[config.mk]
export PLATFORM = sky130hd
export DESIGN_NAME = fifo_rr_scheduler
export DESIGN_NICKNAME = d
export VERILOG_FILES = /design/src/rtl/fifo_rr_scheduler_pkg.sv /design/src/rtl/fifo_rr_scheduler_rr_pick.sv /design/src/rtl/fifo_rr_scheduler.sv
export SDC_FILE = /design/constraint.sdc
export NUM_CORES = 1
export LEC_CHECK = 0
export BUFFER_PORTS_ARGS = -buffer_cell sky130_fd_sc_hd__buf_4
export CORE_MARGIN = 2
export CORE_UTILIZATION = 37
export DETAILED_ROUTE_END_ITERATION = 10
export PLACE_DENSITY = 0.8
export SYNTH_ARGS = -nofsm -noshare
export SYNTH_HDL_FRONTEND = slang
export SYNTH_SLANG_ARGS = --single-unit
export TNS_END_PERCENT = 10
[constraint.sdc]
create_clock -name clk -period 2.1 [get_ports clk]
set_input_delay 0.42 -clock clk [delete_from_list [all_inputs] [get_ports clk]]
set_output_delay 0.42 -clock clk [all_outputs]
set_load 0.005 [all_outputs]
[src/rtl/fifo_rr_scheduler_pkg.sv]
// rtl/fifo_rr_scheduler_pkg.sv - shared types and defaults for the round-robin FIFO scheduler
// Purpose: state encoding, default parameters and channel-index width helper.
// Ports: none (package).
package fifo_rr_scheduler_pkg;

  typedef enum logic [0:0] {
    ST_IDLE  = 1'b0,
    ST_SERVE = 1'b1
  } state_t;

  localparam int DEF_NUM_CH = 4;
  localparam int DEF_DATA_W = 12;
  localparam int DEF_BURST  = 2;

  // Index width for n channels; never narrower than one bit.
  function automatic int ch_width(input int n);
    return (n > 1) ? $clog2(n) : 1;
  endfunction

  localparam int DEF_CH_W = ch_width(DEF_NUM_CH);

endpackage

[src/rtl/fifo_rr_scheduler_rr_pick.sv]
// rtl/fifo_rr_scheduler_rr_pick.sv - combinational rotating priority encoder
// Purpose: find the first asserted request at or after ptr, wrapping around.
// Ports:
//   req     in   NUM_CH  request vector, bit i = channel i
//   ptr     in   CH_W    channel with highest priority
//   gnt_idx out  CH_W    first requesting channel from ptr upward (ptr when none)
//   any_req out  1       at least one request asserted
module fifo_rr_scheduler_rr_pick
  import fifo_rr_scheduler_pkg::*;
#(
  parameter int NUM_CH = DEF_NUM_CH,
  parameter int CH_W   = DEF_CH_W
) (
  input  logic [NUM_CH-1:0] req,
  input  logic [CH_W-1:0]   ptr,
  output logic [CH_W-1:0]   gnt_idx,
  output logic              any_req
);

  logic [2*NUM_CH-1:0] dbl;
  logic [NUM_CH-1:0]   rot;
  logic [CH_W:0]       sum;

  // Rotate so that bit k of rot is channel (ptr+k) mod NUM_CH.
  assign dbl     = {req, req} >> ptr;
  assign rot     = dbl[NUM_CH-1:0];
  assign any_req = |req;

  // Walk offsets from the far end down so the smallest offset wins.
  always_comb begin
    gnt_idx = ptr;
    sum     = '0;
    for (int k = NUM_CH - 1; k >= 0; k--) begin
      if (rot[k]) begin
        sum = {1'b0, ptr} + (CH_W + 1)'(k);
        if (sum >= (CH_W + 1)'(NUM_CH)) begin
          sum = sum - (CH_W + 1)'(NUM_CH);
        end
        gnt_idx = sum[CH_W-1:0];
      end
    end
  end

endmodule

[src/rtl/fifo_rr_scheduler.sv]
// rtl/fifo_rr_scheduler.sv - round-robin drain of per-VC FIFOs into one egress FIFO
// Purpose: grant one source at a time, pop up to BURST words, push them to the sink.
// Ports:
//   clk             in   1              rising-edge clock
//   reset           in   1              synchronous active-high reset
//   fifo_empty      in   NUM_CH         source empty flags
//   fifo_data       in   NUM_CH*DATA_W  source data_out, channel i at [i*DATA_W +: DATA_W]
//   out_almost_full in   1              sink almost_full
//   fifo_pop        out  NUM_CH         one-hot pop strobe to sources
//   out_push        out  1              push strobe to sink
//   out_data        out  DATA_W         word to sink, valid with out_push
//   grant_id        out  CH_W           channel currently granted
//   busy            out  1              high while serving a grant
module fifo_rr_scheduler
  import fifo_rr_scheduler_pkg::*;
#(
  parameter int NUM_CH = DEF_NUM_CH,
  parameter int DATA_W = DEF_DATA_W,
  parameter int BURST  = DEF_BURST,
  parameter int CH_W   = DEF_CH_W
) (
  input  logic                     clk,
  input  logic                     reset,
  input  logic [NUM_CH-1:0]        fifo_empty,
  input  logic [NUM_CH*DATA_W-1:0] fifo_data,
  input  logic                     out_almost_full,
  output logic [NUM_CH-1:0]        fifo_pop,
  output logic                     out_push,
  output logic [DATA_W-1:0]        out_data,
  output logic [CH_W-1:0]          grant_id,
  output logic                     busy
);

  localparam int                BC_W       = (BURST > 1) ? $clog2(BURST) : 1;
  localparam logic [BC_W-1:0]   BURST_LAST = BC_W'(BURST - 1);
  localparam logic [CH_W-1:0]   LAST_CH    = CH_W'(NUM_CH - 1);

  state_t            state;
  logic [CH_W-1:0]   rr_ptr;
  logic [BC_W-1:0]   burst_cnt;
  logic              push_q;
  logic [CH_W-1:0]   sel_q;

  logic [NUM_CH-1:0] req_vec;
  logic [CH_W-1:0]   pick_idx;
  logic              pick_any;
  logic [CH_W-1:0]   next_ptr;
  logic              cur_empty;
  logic              pop_ok;

  assign req_vec = ~fifo_empty;

  fifo_rr_scheduler_rr_pick #(
    .NUM_CH (NUM_CH),
    .CH_W   (CH_W)
  ) u_pick (
    .req     (req_vec),
    .ptr     (rr_ptr),
    .gnt_idx (pick_idx),
    .any_req (pick_any)
  );

  assign cur_empty = fifo_empty[grant_id];
  assign next_ptr  = (grant_id == LAST_CH) ? '0 : grant_id + 1'b1;

  // Mealy pop: reset gates it so a reset mid-burst consumes nothing.
  assign pop_ok = (state == ST_SERVE) && !reset && !cur_empty && !out_almost_full;

  always_comb begin
    fifo_pop = '0;
    if (pop_ok) begin
      fifo_pop[grant_id] = 1'b1;
    end
  end

  always_ff @(posedge clk) begin
    if (reset) begin
      state     <= ST_IDLE;
      rr_ptr    <= '0;
      grant_id  <= '0;
      burst_cnt <= '0;
      push_q    <= 1'b0;
      sel_q     <= '0;
    end else begin
      // Source read latency is one cycle, so the word arrives with push_q.
      push_q <= |fifo_pop;
      sel_q  <= grant_id;
      case (state)
        ST_IDLE: begin
          if (pick_any) begin
            grant_id  <= pick_idx;
            burst_cnt <= '0;
            state     <= ST_SERVE;
          end
        end
        ST_SERVE: begin
          // Empty beats almost_full: a drained source gives up its grant.
          if (cur_empty) begin
            rr_ptr <= next_ptr;
            state  <= ST_IDLE;
          end else if (!out_almost_full) begin
            if (burst_cnt == BURST_LAST) begin
              rr_ptr <= next_ptr;
              state  <= ST_IDLE;
            end else begin
              burst_cnt <= burst_cnt + 1'b1;
            end
          end
        end
        default: state <= ST_IDLE;
      endcase
    end
  end

  always_comb begin
    out_data = '0;
    for (int i = 0; i < NUM_CH; i++) begin
      if (sel_q == CH_W'(i)) begin
        out_data = fifo_data[i*DATA_W +: DATA_W];
      end
    end
  end

  assign out_push = push_q;
  assign busy     = (state == ST_SERVE);

endmodule

# Word-level counts from Yosys, hierarchy flattened
# Cells that the tools add are included.
[word_totals]
wordCells = 77
input_bits = 55
output_inout_bits = 20
regBits = 9
[op_classes]
shifts = 1
bitwise_logic = 2
n_eq_ne = 8
n_lt_le_gt_ge = 6
muxes = 31
add_sub_neg = 9
reduce_logical = 14
[ops]
columns = ["cell", "n"]
rows = [
  ["$mux 12", 4],
  ["$mux 2", 12],
  ["$mux 1", 10],
  ["$ge 3x3->1 const B", 3],
  ["$reduce_or 4->1", 2],
  ["$shr 8x2->4", 1],
  ["$sub 2x1->2 const B", 4],
  ["$add 2x2->3 const B", 2],
  ["$eq 2x2->1 const B", 3],
  ["$ne 2x2->1 const B", 3],
  ["$reduce_and 3->1", 2],
  ["$logic_and 1x1->1", 4],
  ["$mux 4", 1],
  ["$not 4->4", 1],
  ["$pmux 1 s2", 2],
  ["$add 2x1->3 const B", 1],
  ["$ge 2x3->1 const B", 1],
  ["$logic_not 1->1", 3],
  ["$lt 2x3->1 const B", 1],
  ["$add 2x1->2 const B", 1],
  ["$bmux 1 s2", 1],
  ["$demux 1 s2", 1],
  ["$eq 2x1->1 const B", 1],
  ["$ge 2x1->1 const B", 1],
  ["6 further kinds", 6],
]

# Logic depth before layout (Yosys ltp)
[logic_depth]
ltp_word = 7
depth_mapped = 5

# Hierarchy
# A second synthesis with hierarchy kept.
[hier_totals]
hier_cells = 81
area_unflattened_um2 = 844.6
[by_module_without_submodules]
columns = ["module", "cells_each", "area_each_um2", "seq_area_each_um2", "n_inst"]
rows = [
  ["fifo_rr_scheduler", 66, 753.2, 180.2, 1],
  ["fifo_rr_scheduler_rr_pick", 15, 91.3, 0.0, 1],
]

# Least setup slack after synthesis
# No wires, ideal clock.
[synth_timing]
kind = "register to output"
startpoint = "register grant_id[0]"
endpoint = "output port fifo_pop[3]"
path_stages_with_launch = 6
path_buffers = 1
setup_slack_ns = 0.264
arrival_time_ns = 1.416
cell_sequence = "dfxtp_1 -> buf_6 -> mux2i_1 -> nand2_1 -> a2111oi_4 -> and2_2"
[synth_via]
elab_chain_len = 6
[synth_rtl]
columns = ["item", "line_no", "text"]
rows = [
  ["from (decl)", "fifo_rr_scheduler.sv:30", "output logic [CH_W-1:0] grant_id,"],
  ["from (signal assigned)", "fifo_rr_scheduler.sv:91", "grant_id <= pick_idx;"],
  ["branches (longest 5 deep; another with $lt 2x3->1)", "n/a", ""],
  ["$mux 4 *", "fifo_rr_scheduler.sv:71", "if (pop_ok) begin"],
  ["to (decl)", "fifo_rr_scheduler.sv:27", "output logic [NUM_CH-1:0] fifo_pop,"],
]
# Mark *: on every way between the ends. The select of a mux whose other input is x is not followed.

# Worst setup path after layout
[layout_timing]
startpoint = "register grant_id[0]"
endpoint = "output port fifo_pop[2]"
# Same word-level chain as after synthesis.

==> flow_summary_export.csv <==
group,metric,value,unit
die,die_x,51.3,um
drt,via_per_inst,5.41,
critical_path,r2r_cells,5,
sta,layout_setup_ws,-0.0106,ns
critical_path,cp_max_fo,6,
sta,tns,-0.0295,ns
power_and_ir_drop,leakage,0.000682,uW
drt,ant_nets,0,
die,rows,17,
placed_design,portBuffers,74,
sta,period_needed,2.11,ns
grt,grt_max_degree,13,
synth,synth_fa_ha_area_frac,0.0604,
cts,cts_made_buffers,3,
placed_design,place.gp.congestion,0.790,
synth,synthSimpleGateAreaFrac,0.101,
critical_path,cp-start-kind,"register",
synth,syn_inst,73,
cells_and_area,fin_util,0.682,
sta,period_share,1.01,
cts,ctsRootBufferMaster,"clkbuf_4",
critical_path,cp.arrival,1.69,ns
sta,setup_viol,4,
power_and_ir_drop,power_density,395,mW/mm^2
cells_and_area,num_antenna_cells,0,
run_status,violations,"setup timing",
synth,yosys_warnings,0,
grt,grt_pass1_vias,957,
synth,syn_nets,132,
cts,clkLatencyLatePin,0.26,ns
cells_and_area,drive_above_1_share,0.680,
critical_path,path_class,"reg2out",
min_path,worstHoldPathCells,2,
synth,syn_area_per_cell,11.3,sq um
run_status,status,"complete, but fails checks",
synth,synth_area,828,sq um
placed_design,place.detailed.hpwl,2.31,mm
synth,ys_ff_latch,9,
critical_path,r2r_start,"grant_id[0]",
drt,dr.pass1.iters,4,
grt,antenna_found_initial,0,
grt,grt.total_usage,0.217,
sta,relSlewSlack,0.656,
sta,skew,0.00200,ns
drt,drc,0,
cts,cts_hold_buf,0,
cells_and_area,layout_common_cells,"buf_4 (77), mux4_2 (12), inv_1 (7), dfxtp_1 (7)",
critical_path,cp.required,1.68,ns
synth,synth-compound-area-share,0.227,
cells_and_area,final_area,0.00148,sq mm
power_and_ir_drop,power,585,uW
cts,clk_path_buf_depth,2,
critical_path,r2r_setup_slack,0.46,ns
synth,synth_top_family_by_area,"multiplexers",
die,core,0.00217,sq mm
cts,htreeDepth,1,
synth,synth.area.mux_share,0.338,
min_path,hold_path.class,"in2reg",
drt,vias,979,
synth,ys_seq_area_frac,0.218,
critical_path,end_kind,"primary output",
power_and_ir_drop,vdd_drop_max,0.459,mV
min_path,holdPathEnd,"grant_id[0]",
synth,synth-xor-area-share,0,
grt,grt_pass1_wl,4.26,mm
die,start_util,0.382,
drt,drt-initial-drc-count,15,
flow_run,drv_cap,0,
cts,cts.clk_slew.worst_paths,0.06,ns
die,die_area,0.00263,sq mm
drt,wirelength,2.92,mm
sta,worst_pin_slew,0.515,ns
cts,cts_tree,"done",
cells_and_area,areaGrowthSynthToFinish,78.7,%
sta,timing.fmax,0.474,GHz
cts,clock-sinks,9,
cells_and_area,fin_nets,213,
die,ioPinCount,75,
die,fp.dieH,51.3,um
sta,grt_setup_unrepaired,"true",
grt,gr-total-overflow,0,
sta,hold_viol_final,0,
placed_design,post_dp_cell_area,0.00141,sq mm
synth,ys_types,30,
drt,routedWlPerCell,16.1,um
sta,slew_viol_final,0,
cells_and_area,final_common_cell,"buf_4",
critical_path,regToRegEndpoint,"rr_ptr[0]",
min_path,hp-start,"reset",
synthesized netlist by cell type:
cell / number / share of area
o221ai_1: 1 / 0.011
o2111a_1: 1 / 0.014
nand2_1: 5 / 0.023
nand2b_1: 1 / 0.0076
o311ai_0: 2 / 0.021
o21ai_0: 3 / 0.018
a41o_1: 1 / 0.012
buf_2: 1 / 0.0060
o41a_2: 1 / 0.015
a221o_1: 1 / 0.012
o41ai_1: 2 / 0.021
buf_6: 1 / 0.014
mux2i_1: 1 / 0.012
a31o_2: 1 / 0.011
and3_1: 1 / 0.0076
mux4_2: 12 / 0.33
a311oi_1: 1 / 0.011
nor2_1: 3 / 0.014
and2_1: 3 / 0.023
ha_1: 4 / 0.060
inv_1: 7 / 0.032
and3_2: 1 / 0.0091
a211o_1: 2 / 0.021
a2111oi_4: 1 / 0.033
o211ai_1: 1 / 0.0091
a21oi_1: 3 / 0.018
dfxtp_1: 9 / 0.22
or3_2: 1 / 0.0091
and2_2: 1 / 0.0091
clkbuf_1: 1 / 0.0045
per-stage QoR:
step	std cells	worst slack, ns	hold WS [ns]
floorplan	73	0.264	0.462
global route	181	-0.151	0.389
global placement	174	0.106	0.469
detailed placement	174	0.0728	0.475
CTS	181	-0.0133	0.376
finish	181	-0.0106	0.387
report_power, final:
group / leakage [uW] / switching, uW / internal [uW] / total (uW)
clock network: 0.0000150 / 61.1 / 73.3 / 134
logic: 0.000593 / 89.5 / 163 / 252
registers: 0.0000744 / 15.1 / 183 / 198
worst max-delay path, cell delays in order (launching register included):
cell and delay [ns]:
dfxtp_2 0.35, mux2i_2 0.24, nand2_1 0.12, a2111oi_4 0.42, and2_1 0.20, buf_4 0.11
layer usage:
layer / vias up / routed length, um / global-route usage
met2: 55 / 1480 / 0.407
met5: - / 0 / 0
met4: 0 / 19 / 0.0395
met1: 460 / 1090 / 0.235
li1: 462 / - / -
met3: 2 / 330 / 0.0760
sequential cells by signal, summed over array words and instances, names as in the netlist:
name / flops
sel_q: 2
grant_id: 2
busy: 1
burst_cnt: 1
rr_ptr: 2
out_push: 1
timing repair:
item,in CTS,in global routing
pin swaps,2,2
resized for setup,6,1
setup buffers,3,0
endpoints found under the setup margin,4,4
cell families (layout without fill, tap and decap cells):
family / Yosys count / after routing
buf+inv: 10 / 90
simple gates: 16 / 16
fa+ha+maj: 4 / 4
compound gates: 21 / 21
flops: 9 / 9
mux: 13 / 13
layout make-up:
| type | instances | area (sq um) |
|---|---|---|
| repair buffers | 79 | 601 |
| fillers | 188 | 689 |
| well taps | 28 | 35.0 |
| clock buffers | 4 | 26.3 |
| flip-flops and latches | 9 | 183 |
| inverters | 7 | 26.3 |
| multi-input cells | 54 | 609 |
how the worst max path moves through the flow:
stage / from / end / slack (ns) / depth (start not counted)
after CTS: grant_id[0] / fifo_pop[3] / -0.01 / 6
after floorplan: grant_id[0] / fifo_pop[3] / 0.26 / 5
after global routing: grant_id[0] / fifo_pop[2] / -0.15 / 5
after detailed placement: fifo_empty[1] / fifo_pop[3] / 0.07 / 6
after global placement: fifo_empty[1] / fifo_pop[3] / 0.11 / 6
final: grant_id[0] / fifo_pop[2] / -0.01 / 5
Note: power is estimated with default switching activity, not from simulation.
